<file path="src/rtl/a_pattern_gen_if.sv">
// Request/waveform bundle between a pattern requester and a_pattern_gen.
// With A_PATTERN_GEN_ABORT_EN defined, the bundle also carries Abort and Aborted.
interface a_pattern_gen_if #(
   parameter int unsigned CNT_W = 8,
   parameter int unsigned REP_W = 4
);
   logic             Go;
   logic [CNT_W-1:0] Len_hi;
   logic [CNT_W-1:0] Len_lo;
   logic [REP_W-1:0] Reps;
   logic             A;
   logic             Busy;
   logic             Done;
   logic [2:0]       state;
`ifdef A_PATTERN_GEN_ABORT_EN
   logic             Abort;
   logic             Aborted;

   modport master (output Go, Len_hi, Len_lo, Reps, Abort,
                   input  A, Busy, Done, state, Aborted);
   modport slave  (input  Go, Len_hi, Len_lo, Reps, Abort,
                   output A, Busy, Done, state, Aborted);
`else
   modport master (output Go, Len_hi, Len_lo, Reps,
                   input  A, Busy, Done, state);
   modport slave  (input  Go, Len_hi, Len_lo, Reps,
                   output A, Busy, Done, state);
`endif
endinterface

</file>
<file path="src/rtl/a_pattern_gen.sv">
// Drives the A line through Reps frames of high-low-high-low with programmable phase lengths.
// Optional abort support: define A_PATTERN_GEN_ABORT_EN.
module a_pattern_gen #(
   parameter int unsigned CNT_W = 8,
   parameter int unsigned REP_W = 4
) (
   input logic            Clock,
   input logic            Reset,
   a_pattern_gen_if.slave bus
);

   typedef enum logic [2:0] {
      IDLE = 3'd0,
      HI1  = 3'd1,
      LO1  = 3'd2,
      HI2  = 3'd3,
      LO2  = 3'd4
   } state_t;

   state_t           state_q, state_d;
   logic             a_q, a_d;
   logic             done_q, done_d;
   logic [CNT_W-1:0] phase_q, phase_d;
   logic [REP_W-1:0] frame_q, frame_d;
   logic [CNT_W-1:0] hi_q, hi_d;
   logic [CNT_W-1:0] lo_q, lo_d;
   logic             aborted_q, aborted_d;

   logic [CNT_W-1:0] hi_eff, lo_eff;
   logic [REP_W-1:0] reps_eff;

   // Zero-valued requests behave as length/count of one.
   assign hi_eff   = (bus.Len_hi == '0) ? CNT_W'(1) : bus.Len_hi;
   assign lo_eff   = (bus.Len_lo == '0) ? CNT_W'(1) : bus.Len_lo;
   assign reps_eff = (bus.Reps   == '0) ? REP_W'(1) : bus.Reps;

   // State and datapath registers; Reset overrides everything.
   always_ff @(posedge Clock) begin
      if (Reset) begin
         state_q   <= IDLE;
         a_q       <= 1'b0;
         done_q    <= 1'b0;
         phase_q   <= '0;
         frame_q   <= '0;
         hi_q      <= CNT_W'(1);
         lo_q      <= CNT_W'(1);
         aborted_q <= 1'b0;
      end else begin
         state_q   <= state_d;
         a_q       <= a_d;
         done_q    <= done_d;
         phase_q   <= phase_d;
         frame_q   <= frame_d;
         hi_q      <= hi_d;
         lo_q      <= lo_d;
         aborted_q <= aborted_d;
      end
   end

   // Next-state and next-output logic.
   always_comb begin
      state_d   = state_q;
      a_d       = a_q;
      done_d    = 1'b0;
      phase_d   = phase_q;
      frame_d   = frame_q;
      hi_d      = hi_q;
      lo_d      = lo_q;
      aborted_d = aborted_q;

      case (state_q)
         IDLE: begin
            a_d = 1'b0;
            if (bus.Go) begin
               hi_d      = hi_eff;
               lo_d      = lo_eff;
               phase_d   = hi_eff - CNT_W'(1);
               frame_d   = reps_eff - REP_W'(1);
               aborted_d = 1'b0;
               state_d   = HI1;
               a_d       = 1'b1;
            end
         end
         HI1: begin
            if (phase_q == '0) begin
               state_d = LO1;
               phase_d = lo_q - CNT_W'(1);
               a_d     = 1'b0;
            end else begin
               phase_d = phase_q - CNT_W'(1);
            end
         end
         LO1: begin
            if (phase_q == '0) begin
               state_d = HI2;
               phase_d = hi_q - CNT_W'(1);
               a_d     = 1'b1;
            end else begin
               phase_d = phase_q - CNT_W'(1);
            end
         end
         HI2: begin
            if (phase_q == '0) begin
               state_d = LO2;
               phase_d = lo_q - CNT_W'(1);
               a_d     = 1'b0;
            end else begin
               phase_d = phase_q - CNT_W'(1);
            end
         end
         LO2: begin
            if (phase_q == '0) begin
               if (frame_q != '0) begin
                  // Next frame starts back-to-back with no idle gap.
                  state_d = HI1;
                  frame_d = frame_q - REP_W'(1);
                  phase_d = hi_q - CNT_W'(1);
                  a_d     = 1'b1;
               end else begin
                  state_d = IDLE;
                  a_d     = 1'b0;
                  done_d  = 1'b1;
               end
            end else begin
               phase_d = phase_q - CNT_W'(1);
            end
         end
         default: begin
            state_d = IDLE;
            a_d     = 1'b0;
         end
      endcase

`ifdef A_PATTERN_GEN_ABORT_EN
      if ((state_q != IDLE) && bus.Abort) begin
         state_d   = IDLE;
         a_d       = 1'b0;
         done_d    = 1'b0;
         aborted_d = 1'b1;
      end
`endif
   end

   assign bus.A     = a_q;
   assign bus.Done  = done_q;
   assign bus.Busy  = (state_q != IDLE);
   assign bus.state = 3'(state_q);
`ifdef A_PATTERN_GEN_ABORT_EN
   assign bus.Aborted = aborted_q;
`else
   logic unused_aborted;
   assign unused_aborted = aborted_q;
`endif

endmodule
</file>
<file path="src/flat_wrapper.sv">
// flat-port wrapper written by rule: the top's interface ports become plain ports
module a_pattern_gen_flat 
#(
   parameter int unsigned CNT_W = 8,
   parameter int unsigned REP_W = 4
)
  (Clock, Reset, bus_Go, bus_Len_hi, bus_Len_lo, bus_Reps, bus_A, bus_Busy, bus_Done, bus_state);
  a_pattern_gen_if #(.CNT_W(CNT_W), .REP_W(REP_W)) bus_i ();
  input logic Clock;
  input logic Reset;
  input wire logic [$bits(bus_i.Go)-1:0] bus_Go;
  input wire logic [$bits(bus_i.Len_hi)-1:0] bus_Len_hi;
  input wire logic [$bits(bus_i.Len_lo)-1:0] bus_Len_lo;
  input wire logic [$bits(bus_i.Reps)-1:0] bus_Reps;
  output wire logic [$bits(bus_i.A)-1:0] bus_A;
  output wire logic [$bits(bus_i.Busy)-1:0] bus_Busy;
  output wire logic [$bits(bus_i.Done)-1:0] bus_Done;
  output wire logic [$bits(bus_i.state)-1:0] bus_state;
  assign bus_i.Go = bus_Go;
  assign bus_i.Len_hi = bus_Len_hi;
  assign bus_i.Len_lo = bus_Len_lo;
  assign bus_i.Reps = bus_Reps;
  assign bus_A = bus_i.A;
  assign bus_Busy = bus_i.Busy;
  assign bus_Done = bus_i.Done;
  assign bus_state = bus_i.state;
  a_pattern_gen #(.CNT_W(CNT_W), .REP_W(REP_W)) u_core (.Clock(Clock), .Reset(Reset), .bus(bus_i));
endmodule
</file>
<file path="config.mk">
export PLATFORM = sky130hd
export DESIGN_NAME = a_pattern_gen_flat
export DESIGN_NICKNAME = d
export VERILOG_FILES = /design/src/rtl/a_pattern_gen_if.sv /design/src/rtl/a_pattern_gen.sv /design/src/flat_wrapper.sv
export SDC_FILE = /design/constraint.sdc
export NUM_CORES = 1
export LEC_CHECK = 0
export CORE_ASPECT_RATIO = 1.2
export CORE_UTILIZATION = 55
export DETAILED_ROUTE_END_ITERATION = 16
export GPL_TIMING_DRIVEN = 1
export PLACE_DENSITY = 0.8
export RECOVER_POWER = 25
export SETUP_SLACK_MARGIN = 0.2
export SLEW_MARGIN = 5
export SYNTH_ARGS = -nofsm -noshare
export SYNTH_HDL_FRONTEND = slang
export SYNTH_SLANG_ARGS = --single-unit
</file>
<file path="constraint.sdc">
create_clock -name Clock -period 2.6 [get_ports Clock]
set_clock_uncertainty 0.05 [all_clocks]
set_input_delay 0.65 -clock Clock [delete_from_list [all_inputs] [get_ports Clock]]
set_output_delay 0.65 -clock Clock [all_outputs]
set_load 0.01 [all_outputs]
</file>
* After elaboration in Yosys (flattened, before gate mapping) *
Index checks and enable logic that the tools add are counted.

word-level totals
  register bits after elaboration = 33
  bits in latches = 0
  RAM bits = 0
  memory bits (read-only) = 0
  input bits = 23
  output and inout port bits = 6
  memories kept = 0

cells by class
  $add $sub $neg = 6
  multipliers = 0
  div/mod/pow operators = 0
  order comparisons = 0
  equality and inequality tests = 12
  shift-type cells = 0
  multiplexer cells = 27
  bitwise gates (word level) = 2
  reduce and logical (&&, ||, !) cells = 16

operators with widths
  cell                                                                     count
  8-bit two-way mux                                                        7
  8-bit one-hot mux with 4 select lines                                    1
  8-bit by 1-bit subtractor with 8-bit output, second input constant       4
  8-bit zero test                                                          3
  4-bit two-way mux                                                        4
  3-bit two-way mux                                                        5
  3-bit one-hot mux with 5 select lines                                    1
  2-bit by 1-bit inequality test with 1-bit output, second input constant  6
  4-bit one-hot mux with 2 select lines                                    1
  4-bit nonzero test                                                       2
  4-bit by 1-bit subtractor with 4-bit output, second input constant       2
  1-bit two-way mux                                                        7
  3-bit by 2-bit equality test with 1-bit output, second input constant    2
  3-bit AND reduction                                                      2
  5-bit AND reduction                                                      1
  4-bit zero test                                                          1
  1-bit one-hot mux with 4 select lines                                    1
  4-bit AND reduction                                                      1
  3-bit by 1-bit equality test with 1-bit output, second input constant    1
  3-bit equality test, second input constant                               1
  3-bit zero test                                                          1
  3-bit inequality test, second input constant                             1
  3-bit nonzero test                                                       1
  3-bit OR reduction                                                       1
  5 further kinds                                                          6

* Logic depth before layout (Yosys ltp) *
Gate-level depths: netlist of the first run.

  depth after elaboration = 5
  mapped depth = 8

* Least setup slack after synthesis of the first run *
Ideal clock, no wire load.

  kind = input to register
  from = input bus_Len_hi[3]
  to = register u_core.phase_q[4]
  library setup time = 0.135 ns
  data arrival time = 2.038 ns
  data required time = 2.415 ns
  slack = 0.377 ns
  stages = 7
  cell sequence = nor4_1 -> a31oi_1 -> ha_1 -> nand2_1 -> xnor2_1 -> a221oi_1 -> a211oi_1

between the ends
  word-level cells in the longest chain between the ends = 5

RTL lines
  element                                          line                 source
  start, declared                                  flat_wrapper.sv:12   input wire logic [$bits(bus_i.Len_hi)-1:0] bus_Len_hi;
  8-bit zero test                                  a_pattern_gen.sv:33  assign hi_eff = (bus.Len_hi == '0) ? CNT_W'(1) : bus.Len_hi;
  8-bit two-way mux (*)                            a_pattern_gen.sv:33
  8-bit by 1-bit subtractor with 8-bit output (*)  a_pattern_gen.sv:77  phase_d = hi_eff - CNT_W'(1);
  8-bit two-way mux (*)                            a_pattern_gen.sv:74  if (bus.Go) begin
  8-bit one-hot mux with 4 select lines (*)        a_pattern_gen.sv:71  case (state_q)
  end signal, assigned                             a_pattern_gen.sv:52  phase_q <= phase_d;
  end, declared                                    a_pattern_gen.sv:23  logic [CNT_W-1:0] phase_q, phase_d;

Every way passes the cells marked *; elsewhere a longest branch is shown, timed or not. The select of a mux whose other input is x is not followed.
A chain may end at the register's enable or synchronous reset.

* Worst setup path in the final report of the first run *
  from = register u_core.state_q[0], in the netlist u_core.bus.state[0]
  to = output bus_Busy

between the ends
  word-level cells in the longest chain between the ends = 1

RTL lines
  element                 line                  source
  start, declared         a_pattern_gen.sv:20   state_t state_q, state_d;
  start signal, assigned  a_pattern_gen.sv:49   state_q <= state_d;
  3-bit nonzero test      a_pattern_gen.sv:146  assign bus.Busy = (state_q != IDLE);
  end, declared           flat_wrapper.sv:16    output wire logic [$bits(bus_i.Busy)-1:0] bus_Busy;

Every way passes these cells.

==> results of run 1 <==
==> cell families (layout without fill, tap and decap cells) <==
kind of cell	count (synthesis)	after routing	share of synthesized area, %
AND/OR/NAND/NOR	120	120	27.9
AO/OA/AOI/OAI	91	91	27.5
flip-flops	33	33	30.1
buffers and inverters	29	65	5.46
XOR/XNOR	12	12	4.78
adder cells (fa/ha/maj)	6	6	3.41
multiplexers	2	2	0.911
==> routing by layer <==
metal / global-route usage (%) / up-vias / wire length [um]
li1: - / 1150 / -
met2: 47.9 / 66 / 2870
met5: 0 / - / 0
met3: 4.33 / 16 / 232
met4: 16.0 / 0 / 150
met1: 37.3 / 1090 / 2470
==> cell type report <==
| cell class | instances | area, um^2 |
|---|---|---|
| clock buffers | 6 | 82.6 |
| clock inverters | 2 | 37.5 |
| fillers | 341 | 991 |
| inverters | 11 | 41.3 |
| multi-input cells | 231 | 1440 |
| flip-flops and latches | 33 | 661 |
| well taps | 52 | 65.1 |
| repair buffers | 46 | 408 |
==> flip-flops by register name (all words and copies together) (netlist names) <==
name	count
u_core.bus.state	3
u_core.bus.A	1
u_core.frame_q	4
u_core.lo_q	8
u_core.bus.Done	1
u_core.phase_q	8
u_core.hi_q	8
==> where the power goes <==
| group | switching (uW) | total (uW) | internal, uW |
|---|---|---|---|
| registers | 74.4 | 633 | 558 |
| clock network | 210 | 522 | 312 |
| logic | 297 | 542 | 245 |
| total | 581 | 1700 | 1120 |
==> synth_stat cells (3+ instances only) <==
cell      number
o31ai_1        5
nand2b_1       5
ha_1           6
dfxtp_1       33
a21oi_1       30
o21ai_0       10
nor3b_1        4
xor2_1         5
o22ai_1        4
nand3_1        5
nand2_1       46
or3_1          5
xnor2_1        7
or4_1          4
a211oi_1       7
nor2_1        21
nor3_1         9
o211ai_1       3
inv_1         11
nor4_1         8
clkbuf_1      13
a221oi_1       3
a22oi_1        3
a31oi_1        7
==> per-stage QoR <==
| step | power, uW | util, % |
|---|---|---|
| after floorplan | 998 | - |
| after global placement | 1160 | 69.8 |
| after detailed placement | 1180 | 69.8 |
| after CTS | 1700 | 73.1 |
| after global routing | 1780 | 73.4 |
| final | 1700 | 73.4 |
==> worst max-delay path, stage by stage (launching register included) <==
cell and delay, ns:
dfxtp_1 0.42, nor3_2 0.31, inv_1 0.08, clkdlybuf4s50_1 0.48
==> path summary, 6_finish.rpt <==
check	start	slack (ns)	end
worst max-delay path	u_core.bus.state[0]$_SDFFE_PP0P_	0.32	bus_Busy
worst min-delay path	u_core.hi_q[7]$_SDFFE_PP0P_	0.41	u_core.hi_q[7]$_SDFFE_PP0P_
worst max register to register	u_core.bus.state[1]$_SDFFE_PP0P_	0.35	u_core.frame_q[2]$_SDFFE_PP0P_
worst min register to register	u_core.hi_q[7]$_SDFFE_PP0P_	0.41	u_core.hi_q[7]$_SDFFE_PP0P_
==> repair_timing <==
item / CTS / global route
hold buffers: 0 / 0
buffers inserted: 0 / 0
resized for setup: 0 / 3
endpoints found under the setup margin: 0 / 5
==> flow_summary.json, run 1 <==
{
  "cp-start-kind": "flop",
  "placed_area_um2": 2600,
  "setup_slack_ns": 0.317,
  "maxCapViolations": 0,
  "grt_pass1_wl_um": 9600,
  "required_ns": 1.90,
  "clk_pin_slew_worst_paths_ns": 0.07,
  "die-area_um2": 4250,
  "die_width_um": 59.7,
  "io_pins": 29,
  "syn_nets": 322,
  "fin_crit_sh_pct": 87.8,
  "synthCells": 293,
  "hold_class": "flop to flop",
  "place.gp.congestion": 0.850,
  "end_kind": "output port",
  "cts_tree": "done",
  "dp_slack_ns": -0.00765,
  "ys_seq_area_share_pct": 30.1,
  "tightest_slew_ns": 0.749,
  "yosysUniqueCellTypes": 54,
  "start_util_pct": 59.0,
  "grt_max_degree": 22,
  "powerDensity_nw_per_um2": 621,
  "status": "completed",
  "layout_commonest_cell": "nand2_1",
  "layout_common_cells": "nand2_1 (46), dfxtp_1 (33), a21oi_1 (30), clkdlybuf4s50_1 (27), nor2_1 (21)",
  "cts_sinks": 33,
  "hold_viol": 0,
  "vias": 2322,
  "clk_root_buffer_cell": "clkbuf_8",
  "synth.area.top_cells": "dfxtp_1 (30%), nand2_1 (7.9%), a21oi_1 (6.8%)",
  "fin_area_um2": 2730,
  "rsz0062_at_grt": "false",
  "async_reset_ff_share_pct": 0,
  "synth-warning-count": 0,
  "routedWlPerCell_um": 15.0,
  "slew_headroom_pct": 50.0,
  "fmax_mhz": 438,
  "wirelength_um": 5730,
  "whs_ns": 0.415,
  "hold_depth": 2,
  "min_period_ns": 2.28,
  "clk_path_buf_depth": 2,
  "drive_gt1_share_pct": 10.6,
  "nets": 357,
  "clk_latency_ns": 0.29,
  "yosysTopAreaCellShare_pct": 30.1,
  "finalSetupViolCount": 0,
  "std_cell_rows": 24,
  "synth_top_cell_by_area": "dfxtp_1",
  "syn_area_per_cell_um2": 7.50,
  "final_cell_count_no_fill": 381,
  "htree_levels": 2,
  "crit_arrival_ns": 1.58,
  "syn_to_final_growth_pct": 24.3,
  "cts_made_buffers": 5,
  "grt_pass1_vias": 2173,
  "antenna_found_initial": 0,
  "synth_edf_count": 0,
  "viasPerCell": 6.09,
  "synth-seq-cells": 33,
  "io_buffers": 28,
  "peakVddDrop_mv": 0.472,
  "grtUsageTotal_pct": 29.6,
  "syn_area_um2": 2200,
  "overflow": 0,
  "drt_iter0_markers": 125,
  "p_leak_uw": 0.00101,
  "core_area_um2": 3720,
  "crit_type": "flop to output port",
  "drt-pass1-iter-count": 4,
  "maxSlewViolCount": 0,
  "hpwl_um": 4230,
  "drc_errors": 0,
  "finalSetupTns_ns": 0,
  "ant_nets": 0,
  "ys.flop_type": "dfxtp_1",
  "placed_cells": 373,
  "path_max_fanout": 11,
  "antenna_cells": 0,
  "die_h_um": 71.3,
  "r2r_cells": 7
}
Power figures use the tool's default switching activity.
==> run 2: changes to the inputs <==
--- a/config.mk
+++ b/config.mk
@@ -6,10 +6,11 @@
 export NUM_CORES = 1
 export LEC_CHECK = 0
 export CORE_ASPECT_RATIO = 1.2
-export CORE_UTILIZATION = 55
+export CORE_UTILIZATION = 57
+export CTS_BUF_LIST = sky130_fd_sc_hd__clkbuf_2
 export DETAILED_ROUTE_END_ITERATION = 16
 export GPL_TIMING_DRIVEN = 1
-export PLACE_DENSITY = 0.8
+export PLACE_DENSITY = 0.82
 export RECOVER_POWER = 25
 export SETUP_SLACK_MARGIN = 0.2
 export SLEW_MARGIN = 5
==> run 2 against run 1 <==
Compared with the run above:
- worst hold slack better by 0.0097 ns
- global-route usage is 0.52 points higher
- routed wire length shrank 0.96%
- clock-buffer cell count shrank 1
- critical path depth unchanged
- total power fell by 9.3%
- first-iteration DRC count fell by 8.8%
- combinational power increased by 3%
- design area decreased by 0.82%
- register-to-register slack better by 0.10 ns
==> flow_summary.json, run 2 (synthesis gave the netlist of run 1 again) <==
{
  "reg2reg_slack_ns": 0.45,
  "wirelength_um": 5670,
  "cp-start-kind": "flop",
  "hold_depth": 2,
  "layout_common_cells": "nand2_1 (46), dfxtp_1 (32), a21oi_1 (30), clkdlybuf4s50_1 (26), nor2_1 (21)",
  "slew_headroom_pct": 58.4,
  "hpwl_um": 4170,
  "htree_levels": 2,
  "cts_hold_buf": 0,
  "top_layer": "met4",
  "clk_latency_ns": 0.41,
  "peakVddDrop_mv": 0.419,
  "core_area_um2": 3660,
  "final_cell_count_no_fill": 385,
  "internal_power_uw": 974,
  "syn_to_final_growth_pct": 23.3,
  "grt_max_degree": 25,
  "tightest_slew_ns": 0.618,
  "min_to": "u_core.bus.A$_SDFFE_PP0P_",
  "cts_made_buffers": 5,
  "grtUsageTotal_pct": 30.2,
  "r2r_cells": 8,
  "dp_slack_ns": -0.0240,
  "overflow": 0,
  "r2r_start": "u_core.phase_q[0]$_SDFFE_PP0P_",
  "die-area_um2": 4110,
  "routedWlPerCell_um": 14.7,
  "clk_path_buf_depth": 2,
  "fin_area_um2": 2710,
  "ant_nets": 0,
  "crit_type": "flop to output port",
  "layout_commonest_cell": "nand2_1",
  "met2_wirelength_um": 2820,
  "p_sw_share_pct": 36.7,
  "status": "completed",
  "power_frac_seq_pct": 41.0,
  "required_ns": 1.90,
  "placed_area_um2": 2590,
  "drt_iter0_markers": 114,
  "drt-pass1-iter-count": 4,
  "grt_pass1_vias": 2046,
  "end_kind": "output port",
  "top_regs": "u_core.hi_q (8), u_core.lo_q (8), u_core.phase_q (8)",
  "pwr-share-comb_pct": 36.1,
  "clk_pin_slew_worst_paths_ns": 0.19,
  "min_period_ns": 2.32,
  "rr_endpoint": "u_core.phase_q[3]$_SDFFE_PP0P_",
  "finalSetupTns_ns": 0,
  "finalSetupViolCount": 0,
  "drive_gt1_share_pct": 11.7,
  "placed_cells": 372,
  "grt_pass1_wl_um": 9430,
  "io_buffers": 28,
  "std_cell_rows": 24,
  "min_from": "u_core.bus.A$_SDFFE_PP0P_",
  "clk_root_buffer_cell": "clkbuf_2",
  "antenna_found_initial": 0,
  "powerDensity_nw_per_um2": 568,
  "maxCapViolations": 0,
  "wl_met1_um": 2490,
  "hold_class": "flop to flop",
  "antenna_cells": 0,
  "hold_viol": 0,
  "vias": 2275,
  "maxSlewViolCount": 0,
  "cts_sinks": 33,
  "fin_crit_sh_pct": 89.3,
  "nets": 361,
  "fmax_mhz": 430,
  "io_pins": 29,
  "route.met3.wl_um": 215,
  "p_leak_uw": 0.00101,
  "setup_slack_ns": 0.277,
  "path_max_fanout": 6,
  "whs_ns": 0.424,
  "viasPerCell": 5.91,
  "drc_errors": 0,
  "clockPowerShare_pct": 22.9,
  "rsz0062_at_grt": "false",
  "place.gp.congestion": 0.867,
  "power.switching_uw": 566,
  "die_h_um": 70.0,
  "start_util_pct": 60.0,
  "cts_tree": "done",
  "crit_arrival_ns": 1.62,
  "die_width_um": 58.7
}
## run 2: worst max-delay path by stage
stage                                           to                              from  slack (ns)  depth (start not counted)
floorplan           u_core.phase_q[4]$_SDFFE_PP0P_                     bus_Len_hi[3]        0.38                          7
global placement    u_core.phase_q[4]$_SDFFE_PP0P_                     bus_Len_hi[3]        0.02                          8
detailed placement  u_core.phase_q[4]$_SDFFE_PP0P_                     bus_Len_hi[3]       -0.02                          8
CTS                                       bus_Busy  u_core.bus.state[2]$_SDFFE_PP0P_        0.22                          3
global route                              bus_Busy  u_core.bus.state[0]$_SDFFE_PP0P_        0.21                          3
finish                                    bus_Busy  u_core.bus.state[0]$_SDFFE_PP0P_        0.28                          3
## run 2: worst max-delay path: stages, from the launching register on
cell	delay, ns
dfxtp_1	0.43
nor3_4	0.25
inv_1	0.06
clkdlybuf4s50_1	0.47
## run 2: metrics by stage
| step | power, uW | utilization, % |
|---|---|---|
| final | 1540 | 74.0 |
| after global routing | 1630 | 74.0 |
| after CTS | 1520 | 72.9 |
| after detailed placement | 1170 | 70.8 |
| after global placement | 1160 | 70.8 |
| after floorplan | 998 | - |
## run 2: routing by layer
layer / vias to the layer above / track usage (%)
li1: 1152 / -
met1: 1045 / 37.8
met2: 64 / 50.4
met3: 14 / 3.52
met4: 0 / 14.3
met5: - / 0
## run 2: power by group through the flow
| stage | sequential, uW | clock [uW] | combinational [uW] |
|---|---|---|---|
| after floorplan | 619 | 0 | 379 |
| after global placement | 638 | 0 | 518 |
| after detailed placement | 641 | 0 | 528 |
| after CTS | 632 | 357 | 535 |
| after global routing | 641 | 375 | 611 |
| final | 632 | 352 | 556 |
## run 2: timing repair
item,CTS,global route
endpoints found under the setup margin,2,8
gates resized for setup,3,2
setup buffers,0,5
## run 2: layout make-up
class	instances	area (um^2)
clock buffer	5	25.0
clock inverter	3	41.3
fill	318	953
inverter	11	41.3
multi-input combinational	231	1440
sequential	33	664
tap	52	65.1
timing repair buffer	50	438
==> run 3: changes to the inputs <==
--- a/config.mk
+++ b/config.mk
@@ -13,7 +13,6 @@
 export PLACE_DENSITY = 0.82
 export RECOVER_POWER = 25
 export SETUP_SLACK_MARGIN = 0.2
-export SLEW_MARGIN = 5
 export SYNTH_ARGS = -nofsm -noshare
 export SYNTH_HDL_FRONTEND = slang
 export SYNTH_SLANG_ARGS = --single-unit
==> results of run 3 <==
Final layout, timing and power as in run 2 (identical DEF).
